$ cat src/rtl/bt_cmd_stream_encoder.sv
// Encodes one AT-style command frame (prefix, hex payload, optional CRLF)
// into a byte stream with valid/ready handshaking.
module bt_cmd_stream_encoder #(
  parameter int unsigned DATA_W      = 32,
  parameter int unsigned APPEND_CRLF = 1,
  parameter int unsigned LOWER_HEX   = 0
) (
  input  logic              clk,
  input  logic              reset,
  input  logic [DATA_W-1:0] input_data,
  input  logic [3:0]        command_select,
  input  logic              start,
  output logic [7:0]        tx_data,
  output logic              tx_valid,
  input  logic              tx_ready,
  output logic              busy,
  output logic              done,
  output logic              error
);

  localparam int unsigned NIB   = DATA_W / 4;
  localparam int unsigned CNT_W = 5;

  typedef enum logic [2:0] {IDLE, PREFIX, PAYLOAD, SUFFIX, DONE, ERR} state_t;

  state_t             state, nxt_state;
  logic [CNT_W-1:0]   pos, nxt_pos;
  logic [3:0]         cmd_q, nxt_cmd;
  logic [DATA_W-1:0]  data_q, nxt_data;
  logic               fire;
  logic               nxt_valid;
  logic [7:0]         nxt_byte;

  // Prefix strings stored left-justified so byte p sits at bits [63-8p -: 8].
  function automatic logic [7:0] prefix_byte(input logic [3:0] cmd, input logic [2:0] p);
    logic [63:0] s;
    case (cmd)
      4'd1:    s = "AT+NAME=";
      4'd2:    s = {"AT+PIN=", 8'h00};
      4'd3:    s = "AT+BAUD=";
      4'd4:    s = "AT+RESET";
      default: s = {"AT", 48'h0};
    endcase
    return s[8 * (7 - int'(p)) +: 8];
  endfunction

  function automatic logic [CNT_W-1:0] prefix_last(input logic [3:0] cmd);
    case (cmd)
      4'd0:    return CNT_W'(1);
      4'd2:    return CNT_W'(6);
      default: return CNT_W'(7);
    endcase
  endfunction

  function automatic logic [7:0] hex_byte(input logic [3:0] n);
    if (n < 4'd10) return 8'h30 + {4'h0, n};
    return ((LOWER_HEX != 0) ? 8'h61 : 8'h41) + {4'h0, n} - 8'd10;
  endfunction

  function automatic logic [7:0] byte_at(input state_t s, input logic [CNT_W-1:0] p,
                                         input logic [3:0] cmd, input logic [DATA_W-1:0] d);
    case (s)
      PREFIX:  return prefix_byte(cmd, p[2:0]);
      PAYLOAD: return hex_byte(4'(d >> (4 * (NIB - 1 - 32'(p)))));
      SUFFIX:  return (p == '0) ? 8'h0D : 8'h0A;
      default: return 8'h00;
    endcase
  endfunction

  assign fire = tx_valid && tx_ready;

  // Next state / position; the frame only advances on an accepted byte.
  always_comb begin
    nxt_state = state;
    nxt_pos   = pos;
    nxt_cmd   = cmd_q;
    nxt_data  = data_q;
    case (state)
      IDLE: begin
        if (start) begin
          nxt_cmd   = command_select;
          nxt_data  = input_data;
          nxt_pos   = '0;
          nxt_state = (command_select <= 4'd4) ? PREFIX : ERR;
        end
      end
      PREFIX: begin
        if (fire) begin
          if (pos == prefix_last(cmd_q)) begin
            nxt_pos = '0;
            if (cmd_q >= 4'd1 && cmd_q <= 4'd3) nxt_state = PAYLOAD;
            else if (APPEND_CRLF != 0)          nxt_state = SUFFIX;
            else                                nxt_state = DONE;
          end else begin
            nxt_pos = pos + CNT_W'(1);
          end
        end
      end
      PAYLOAD: begin
        if (fire) begin
          if (pos == CNT_W'(NIB - 1)) begin
            nxt_pos   = '0;
            nxt_state = (APPEND_CRLF != 0) ? SUFFIX : DONE;
          end else begin
            nxt_pos = pos + CNT_W'(1);
          end
        end
      end
      SUFFIX: begin
        if (fire) begin
          if (pos == '0) begin
            nxt_pos = CNT_W'(1);
          end else begin
            nxt_pos   = '0;
            nxt_state = DONE;
          end
        end
      end
      default: nxt_state = IDLE;
    endcase
    nxt_valid = (nxt_state == PREFIX) || (nxt_state == PAYLOAD) || (nxt_state == SUFFIX);
    nxt_byte  = nxt_valid ? byte_at(nxt_state, nxt_pos, nxt_cmd, nxt_data) : 8'h00;
  end

  always_ff @(posedge clk) begin
    if (!reset) begin
      state    <= IDLE;
      pos      <= '0;
      cmd_q    <= '0;
      data_q   <= '0;
      tx_data  <= '0;
      tx_valid <= 1'b0;
      busy     <= 1'b0;
      done     <= 1'b0;
      error    <= 1'b0;
    end else begin
      state    <= nxt_state;
      pos      <= nxt_pos;
      cmd_q    <= nxt_cmd;
      data_q   <= nxt_data;
      tx_data  <= nxt_byte;
      tx_valid <= nxt_valid;
      busy     <= (nxt_state != IDLE);
      done     <= (nxt_state == DONE);
      error    <= (nxt_state == ERR);
    end
  end

endmodule
$ cat config.mk
export PLATFORM = sky130hd
export DESIGN_NAME = bt_cmd_stream_encoder
export DESIGN_NICKNAME = d
export VERILOG_FILES = /design/src/rtl/bt_cmd_stream_encoder.sv
export SDC_FILE = /design/constraint.sdc
export NUM_CORES = 1
export LEC_CHECK = 0
export CORE_MARGIN = 2
export CORE_UTILIZATION = 41
export DETAILED_ROUTE_END_ITERATION = 8
export SETUP_SLACK_MARGIN = 0.02
export SLEW_MARGIN = 5
export SYNTH_ARGS = -nofsm -noshare
export SYNTH_HDL_FRONTEND = slang
export SYNTH_SLANG_ARGS = --single-unit
export TNS_END_PERCENT = 30
$ cat constraint.sdc
create_clock -name clk -period 4.7 [get_ports clk]
set_input_delay 0.94 -clock clk [delete_from_list [all_inputs] [get_ports clk]]
set_output_delay 0.94 -clock clk [all_outputs]
set_load 0.01 [all_outputs]
==> run metrics <==
reg-to-reg slack, setup 1260 ps; global-route wire length before repair 13.57 mm; largest net degree at the start of global routing 41; DR WL/cell 16.18 um; Yosys reg bits 55; worst-case clock buffer depth 2; antenna violations before repair 0; WL met1 4.045 mm; VDD IR-drop max 0.1429 mV; die area 8631 um2; Setup TNS 0 ps; Critical Path RT 4910 ps; Synth top area share 0.3398; met3 WL 275 um; fill count 765; Tcrit/Tclk final 0.8114; post-CTS sizing 0; footprint of the multi-input gates 1989 um2; Syn Nets 409; routed vias 2833; Startpoint Class input port; Slew Limit Fails 0; Initial Utilization 0.4215; DR iter-0 viols 204; setup violators final 0; total power 1.076 mW; total grt overflow 0; H-tree levels 2; final instance area 3930 um2; Worst-Margin Slew 621.0 ps; largest area contributor in the netlist dfxtp_1; sequential cell area 1101 um2; P_leak 1.503 nW; ys flop type dfxtp_1; DR top layer met4; Seq/Total Area, Yosys 0.3398; vias per cell 5.512; Yosys warnings 0; Core Footprint 7687 um2; post-CTS setup buffers 0; Synth cell types 71; die width 92.91 um; port buffer count 50; clock-pin slew on the worst setup and hold paths 100 ps; commonest non-fill, non-tap cell in the layout dfxtp_1; setup slack after layout 886.3 ps; Max Cap Viol 0; Worst EP arrival 4030 ps; Worst Hold Class reg -> reg; Routed WL 8.314 mm; Num CTS Buffers 5; Max-slew headroom 0.5844; number of global-route vias before repair 2736; number of synthesized flops with an enable pin 0; Setup crit end kind flop; ANT cells 0; Async SR Flop Fraction 0; Place WS 567.7 ps; Final Skew 8.713 ps; RSZ-0062 raised after global routing false; clock sink count 55; syn_area_per_cell 8.854 um2; status finished, final reports clean; PwrDens 273.7 nW/um2; fin nets 454; area grow syn2layout 21.27%; cts hold-fix bufs 0; top cells by area, synth dfxtp_1 34%, mux2i_1 13%, nor2_1 6.3%; GPL Wtd Cong 0.9480; clock latency on the worst-skew pair 310 ps; row count 32; DR WL met2 3.894 mm; Cells after Synth 366; fin crit period 3814 ps; layout cells sized above 1 0.09466; I/O pins 52; Final Hold Viols 0; GRT Total Usage 0.1986; maximum clock rate 0.2622 GHz; commonest cells after routing, fill and taps aside 55 x dfxtp_1, 54 x nor2_1, 50 x clkdlybuf4s50_1, 42 x mux2i_1, 25 x nand2_1; worst-path maximum fanout 16; area of the mapped netlist 3241 um2; placed inst area 3817 um2; Die H 92.91 um; drt pass-1 iters 4; TritonCTS clock tree done; DRC Markers 0; Root Driver clkbuf_8; dpl hpwl 6.286 mm; critical setup path kind in -> reg; Detail Route Antenna Nets 0
through the flow:
| stage | utilization | hold slack, ps | std cells |
|---|---|---|---|
| final | 0.5112 | 496.9 | 514 |
| after CTS | 0.5112 | 504.2 | 514 |
| after floorplan | - | 448.9 | 366 |
| after global placement | 0.4966 | 467.5 | 506 |
| after detailed placement | 0.4966 | 478.7 | 506 |
| after global routing | 0.5112 | 532.0 | 514 |
flip-flops by register name, summed over array words and instances (netlist names):
register,flops
state,3
tx_data,7
data_q,32
error,1
busy,1
tx_valid,1
cmd_q,4
pos,5
done,1
area by class of cell:
cell class	count	area share
clock buffer	5	0.01751
clock inverter	3	0.01114
inverter	9	0.008596
multi-input combinational	283	0.5062
sequential	55	0.2802
tap	102	0.03247
timing repair buffer	57	0.1439
Yosys cell counts, types with 2 or more instances:
cell type and n:
a32o_1 2, a22oi_1 2, o21a_1 5, dfxtp_1 55
buf_2 3, nor2_1 54, mux2i_1 42, o211ai_2 2
o2111ai_1 2, o21ai_0 9, nand2_1 25, o22a_1 2
nor3_1 11, a221oi_1 7, a211oi_1 5, o21ai_1 3
clkbuf_1 5, nand4_1 3, and3_1 3, buf_4 7
mux2_2 4, a31oi_1 2, a21boi_1 2, inv_1 9
o31a_1 2, a21oi_1 15, a21o_1 2, buf_6 3
ha_1 3, o211a_1 4, o22ai_1 2, a32oi_1 2
nand3_1 12, and2_1 12, o211ai_1 5, o31ai_1 3
o21bai_1 3
metal layers:
layer,up-vias,global-route usage
met1,1330,0.2646
met3,8,0.03173
met4,0,0.05392
met2,62,0.3327
li1,1433,-
met5,-,0
cell families (layout without fill, tap and decap cells):
group,after synthesis,in the layout,synth area share
buffers and inverters,28,74,0.04903
flip-flops,55,55,0.3398
adder cells (fa/ha/maj),3,3,0.01158
XOR/XNOR,2,2,0.005406
other,1,1,0.001157
AND/OR/NAND/NOR,138,138,0.2282
multiplexers,47,47,0.1483
AO/OA/AOI/OAI,92,92,0.2166
worst paths after layout:
path	start	endpoint	cells after the start
worst max-delay path	tx_ready	tx_data[1]	13
worst min-delay path	data_q[9]	data_q[9]	2
worst max register to register	pos[0]	tx_data[1]	13
worst min register to register	data_q[9]	data_q[9]	2
critical path, cell delays in order:
cell,delay (ps)
clkdlybuf4s50_1,470
nand2_2,210
o21ai_1,160
a211oi_1,420
a21o_1,510
a221oi_1,100
o211ai_1,270
o21ai_0,200
inv_1,90
ha_1,120
inv_1,40
o221a_1,240
o31a_1,230
power by group:
part           internal, mW  switching (mW)  total (mW)
logic                 0.116           0.131       0.246
clock network         0.159           0.160       0.319
registers             0.493          0.0168       0.510
Note: power is estimated with default switching activity, not from simulation.
